--- config.mk ---
export PLATFORM = sky130hd
export DESIGN_NAME = seq_rep_monitor
export DESIGN_NICKNAME = d
export VERILOG_FILES = /design/src/rtl/seq_rep_monitor.sv
export SDC_FILE = /design/constraint.sdc
export NUM_CORES = 1
export LEC_CHECK = 0
export ABC_CLOCK_PERIOD_IN_PS = 2300
export CAP_MARGIN = 20
export CORE_UTILIZATION = 56
export CTS_BUF_LIST = sky130_fd_sc_hd__clkbuf_8
export DETAILED_ROUTE_END_ITERATION = 10
export HOLD_SLACK_MARGIN = 0.05
export MAX_ROUTING_LAYER = met4
export PLACE_DENSITY_LB_ADDON = 0.05
export SETUP_SLACK_MARGIN = 0.4
export SKIP_CTS_REPAIR_TIMING = 1
export SYNTH_ARGS = -nofsm -noshare
export SYNTH_HDL_FRONTEND = slang
export SYNTH_SLANG_ARGS = --single-unit
--- constraint.sdc ---
create_clock -name clk -period 2.3 [get_ports clk]
set_input_delay 0.46 -clock clk [delete_from_list [all_inputs] [get_ports clk]]
set_output_delay 0.46 -clock clk [all_outputs]
set_load 0.05 [all_outputs]
--- src/rtl/seq_rep_monitor.sv ---
// rtl/seq_rep_monitor.sv - checker for start |=> strong(x<op>n ##1 y) with timeout
module seq_rep_monitor #(
    parameter int CW      = 4,
    parameter int TW      = 8,
    parameter int TIMEOUT = 64
) (
    input  logic          clk,
    input  logic          rst_n,
    input  logic          start,
    input  logic [1:0]    mode,
    input  logic [CW-1:0] n,
    input  logic          x,
    input  logic          y,
    output logic          busy,
    output logic          pass,
    output logic          fail,
    output logic [1:0]    fail_code,
    output logic [CW-1:0] hit_cnt,
    output logic          cfg_err,
    output logic          ovl
);

    typedef enum logic [1:0] {IDLE, COUNT, WAIT_Y} state_t;

    state_t        state_q, state_d;
    logic [1:0]    mode_q, mode_d;
    logic [CW-1:0] n_q, n_d;
    logic [CW-1:0] hit_q, hit_d;
    logic [TW-1:0] cyc_q, cyc_d;
    logic          busy_q, busy_d;
    logic          pass_q, pass_d;
    logic          fail_q, fail_d;
    logic [1:0]    code_q, code_d;
    logic          cfg_pend_q, cfg_pend_d;
    logic          cfg_err_q, cfg_err_d;
    logic          ovl_pend_q, ovl_pend_d;
    logic          ovl_q, ovl_d;

    always_comb begin
        state_d    = state_q;
        mode_d     = mode_q;
        n_d        = n_q;
        hit_d      = hit_q;
        cyc_d      = cyc_q;
        pass_d     = 1'b0;
        fail_d     = 1'b0;
        code_d     = 2'd0;
        cfg_pend_d = 1'b0;
        ovl_pend_d = 1'b0;
        // Config errors and overlaps are reported one cycle after the start is sampled.
        cfg_err_d  = cfg_pend_q;
        ovl_d      = ovl_pend_q;

        case (state_q)
            IDLE: begin
                // busy_q still high here means pass/fail was just reported.
                if (start) begin
                    if (busy_q) begin
                        ovl_pend_d = 1'b1;
                    end else if (n == '0 || mode == 2'd3) begin
                        cfg_pend_d = 1'b1;
                    end else begin
                        mode_d  = mode;
                        n_d     = n;
                        hit_d   = '0;
                        cyc_d   = '0;
                        state_d = COUNT;
                    end
                end
            end
            COUNT: begin
                ovl_pend_d = start;
                cyc_d      = cyc_q + 1'b1;
                if (mode_q == 2'd0 && !x) begin
                    fail_d  = 1'b1;
                    code_d  = 2'd1;
                    state_d = IDLE;
                end else if (x) begin
                    hit_d = hit_q + 1'b1;
                    if (hit_d == n_q) begin
                        state_d = WAIT_Y;
                    end
                end
            end
            WAIT_Y: begin
                ovl_pend_d = start;
                cyc_d      = cyc_q + 1'b1;
                if (y) begin
                    pass_d  = 1'b1;
                    state_d = IDLE;
                end else if (mode_q != 2'd2 || x) begin
                    fail_d  = 1'b1;
                    code_d  = 2'd2;
                    state_d = IDLE;
                end
            end
            default: state_d = IDLE;
        endcase

        // An x/y verdict on the last allowed cycle wins over the timeout.
        if (state_q != IDLE && !pass_d && !fail_d && cyc_d == TW'(TIMEOUT)) begin
            fail_d  = 1'b1;
            code_d  = 2'd3;
            state_d = IDLE;
        end

        busy_d = (state_d != IDLE) || pass_d || fail_d;
    end

    always_ff @(posedge clk or negedge rst_n) begin
        if (!rst_n) begin
            state_q    <= IDLE;
            mode_q     <= 2'd0;
            n_q        <= '0;
            hit_q      <= '0;
            cyc_q      <= '0;
            busy_q     <= 1'b0;
            pass_q     <= 1'b0;
            fail_q     <= 1'b0;
            code_q     <= 2'd0;
            cfg_pend_q <= 1'b0;
            cfg_err_q  <= 1'b0;
            ovl_pend_q <= 1'b0;
            ovl_q      <= 1'b0;
        end else begin
            state_q    <= state_d;
            mode_q     <= mode_d;
            n_q        <= n_d;
            hit_q      <= hit_d;
            cyc_q      <= cyc_d;
            busy_q     <= busy_d;
            pass_q     <= pass_d;
            fail_q     <= fail_d;
            code_q     <= code_d;
            cfg_pend_q <= cfg_pend_d;
            cfg_err_q  <= cfg_err_d;
            ovl_pend_q <= ovl_pend_d;
            ovl_q      <= ovl_d;
        end
    end

    assign busy      = busy_q;
    assign pass      = pass_q;
    assign fail      = fail_q;
    assign fail_code = code_q;
    assign hit_cnt   = hit_q;
    assign cfg_err   = cfg_err_q;
    assign ovl       = ovl_q;

endmodule

==> flow_summary.json <==
{
  "gp_congestion": 0.898,
  "fin_nets": 212,
  "wl_met1_mm": 1.78,
  "critPathArrivalTime_ns": 2.11,
  "routed-wl-met3_um": 215,
  "drt_iter0_drc": 87,
  "cp_max_fo": 7,
  "muxShareOfSynthArea": 0.0477,
  "power_switching_mw": 1.13,
  "slowest_delay_ns": 0.45,
  "postSynthCellCount": 153,
  "synth-seq-cells": 29,
  "peakVddDrop_mv": 0.913,
  "setup_viol": 0,
  "async_reset_ff_frac": 1.00,
  "highest_layer": "met4",
  "total_power_mw": 2.72,
  "seqPwrFrac": 0.310,
  "antenna_found_initial": 0,
  "synth_top_family_by_area": "simple AND/OR/NAND/NOR gates",
  "worst_pin_slew_ns": 0.508,
  "synth-adder-area-share": 0.0461,
  "clkPwrFrac": 0.146,
  "num_vias": 1352,
  "wl_met2_mm": 1.75,
  "ys_top_cells_by_count": "dfrtp_1, nand2_1, o21ai_0",
  "dp_cells": 206,
  "synth-xor-area-share": 0.0323,
  "end_kind": "flop",
  "insertion_delay_ns": 0.28,
  "rsz0062_at_grt": "yes",
  "p_sw_frac": 0.418,
  "power_frac_comb": 0.544,
  "port_buffers": 21,
  "min_period_ns": 1.95,
  "cts_tree": "built",
  "setup_ws_ns": 0.348,
  "clock_sinks": 29,
  "core.rowCount": 19,
  "cp_num_buf_inv": 3,
  "min-delay-path-class": "flop to flop",
  "hold_slack_ns": 0.355,
  "numCtsBuffers": 5,
  "fmax_ghz": 0.512,
  "ys.warnings.count": 0,
  "fin_crit_sh": 0.849,
  "die_area_um2": 3130,
  "slew-limit-headroom": 0.661,
  "drv_slew": 0,
  "synth-seq-area-share": 0.446,
  "clk_pin_slew_ns": 0.06,
  "synth_compound_area_frac": 0.171,
  "status": "finished, final reports clean",
  "wire_per_inst_um": 16.7,
  "synth_top_cell_by_area": "dfrtp_1",
  "cp.required_ns": 2.45,
  "core_um2": 2760,
  "yosysTopAreaCellShare": 0.446,
  "synth_edf_count": 0,
  "wl_mm": 3.79,
  "first_pass_iters": 4,
  "max_cap_viol_count": 0,
  "grt_overflow": 0,
  "clock-root-buffer": "clkbuf_8",
  "grt_usage": 0.246,
  "layout-drive-gt1-share": 0.332,
  "start_kind": "flop",
  "syn-cell-area_um2": 1630,
  "syn_to_final_growth_pct": 34.7,
  "final-hold-violation-count": 0,
  "grt_max_degree": 30,
  "cellLeakagePower_nw": 1.12,
  "fin_cells": 227,
  "preCtsSetupSlack_ns": -0.0347,
  "start_util": 0.590,
  "cp_top_family": "flip-flops",
  "clock_path_buffers": 2,
  "drcViolationCount": 0,
  "grt_pass1_wl_mm": 5.75,
  "p_per_area_nw_per_um2": 1240,
  "crit_type": "flop to flop",
  "ys_top_cells_by_area": "dfrtp_1, ha_1, mux2_2",
  "synth-simple-area-share": 0.230,
  "antenna_cells": 0,
  "postSynthAreaPerCell_um2": 10.6,
  "synth_most_common_cell": "dfrtp_1",
  "die_x_um": 55.9,
  "path_cells": "inv_2 > ha_4 > buf_6 > o21a_1 > o31ai_2 > o41ai_1 > buf_4 > nor2_4 > nand4_4 > nor2b_4",
  "internal-power_mw": 1.58,
  "hpwl_mm": 2.51,
  "fp.dieH_um": 55.9,
  "ant_nets": 0,
  "synthFlopType": "dfrtp_1",
  "synth_cell_types": 55,
  "io_pins": 22,
  "cts_max_level": 2,
  "drt-vias-per-instance": 5.96,
  "critPathSlowestCell": "dfrtp_2",
  "finalClockSkew_ns": 0.0114,
  "grt_pass1_vias": 1252,
  "synth_fp_nets": 170
}
[stage by stage]
step	util	TNS, ns	cell area, µm²
global route	0.795	0	2190
floorplan	-	0	1650
global placement	0.692	-0.00964	1910
finish	0.795	0	2190
detailed placement	0.692	-0.109	1910
CTS	0.722	0	1990
[registers in the layout (all words and copies together) (netlist names)]
| signal | count |
|---|---|
| fail_code | 2 |
| hit_cnt | 4 |
| mode_q | 2 |
| busy | 1 |
| ovl | 1 |
| cyc_q | 8 |
| n_q | 4 |
| cfg_err | 1 |
| fail | 1 |
| ovl_d | 1 |
| state_q | 2 |
| pass | 1 |
| cfg_err_d | 1 |
[layout by cell type (no fill, tap or decap), types with 5 or more instances in the layout]
cell             netlist  final
buf_4                  0     15
clkbuf_8               0      5
clkdlybuf4s50_1        0     11
dfrtp_1               29     24
dfrtp_2                0      5
dlymetal6s2s_1         0     10
inv_1                  6      5
mux2_2                 6      6
nand2_1               17     17
o21ai_0               12      8
[worst paths after layout]
check / from / to / slack (ns) / cells after the start
setup / recovery: state_q[1] / state_q[1] / 0.35 / 10
hold / removal: cfg_err_d / cfg_err / 0.35 / 0
setup reg to reg: state_q[1] / state_q[1] / 0.35 / 10
hold reg to reg: cfg_err_d / cfg_err / 0.35 / 0
max in group asynchronous: rst_n / state_q[1] / 1.45 / 2
min in group asynchronous: rst_n / cyc_q[0] / 0.56 / 2
[power by group through the flow]
stage	Sequential (mW)	Clock, mW	Combinational, mW
after floorplan	0.960	0	0.832
after global placement	0.829	0	1.26
after detailed placement	0.834	0	1.29
after CTS	0.828	0.403	1.29
after global routing	0.865	0.430	1.58
final	0.841	0.396	1.48
[cell families (layout without fill, tap and decap cells)]
family          count (synthesis)  count (layout)
compound gates                 37              37
xor+xnor                        6               6
fa+ha+maj                       6               6
buf+inv                        10              53
flops                          29              29
mux                             7               7
simple gates                   58              58
[layer usage]
| metal | vias up | global-route usage |
|---|---|---|
| met3 | 7 | 0.0512 |
| met2 | 45 | 0.356 |
| met5 | - | - |
| met1 | 668 | 0.352 |
| li1 | 632 | - |
| met4 | 0 | 0.0732 |
[area by class of cell]
class | instances | area (µm²)
flip-flops and latches | 29 | 732
inverters | 6 | 22.5
clock buffers | 5 | 68.8
fillers | 178 | 566
multi-input cells | 114 | 941
repair buffers | 39 | 375
clock inverters | 3 | 13.8
well taps | 31 | 38.8
Power figures use the tool's default switching activity.
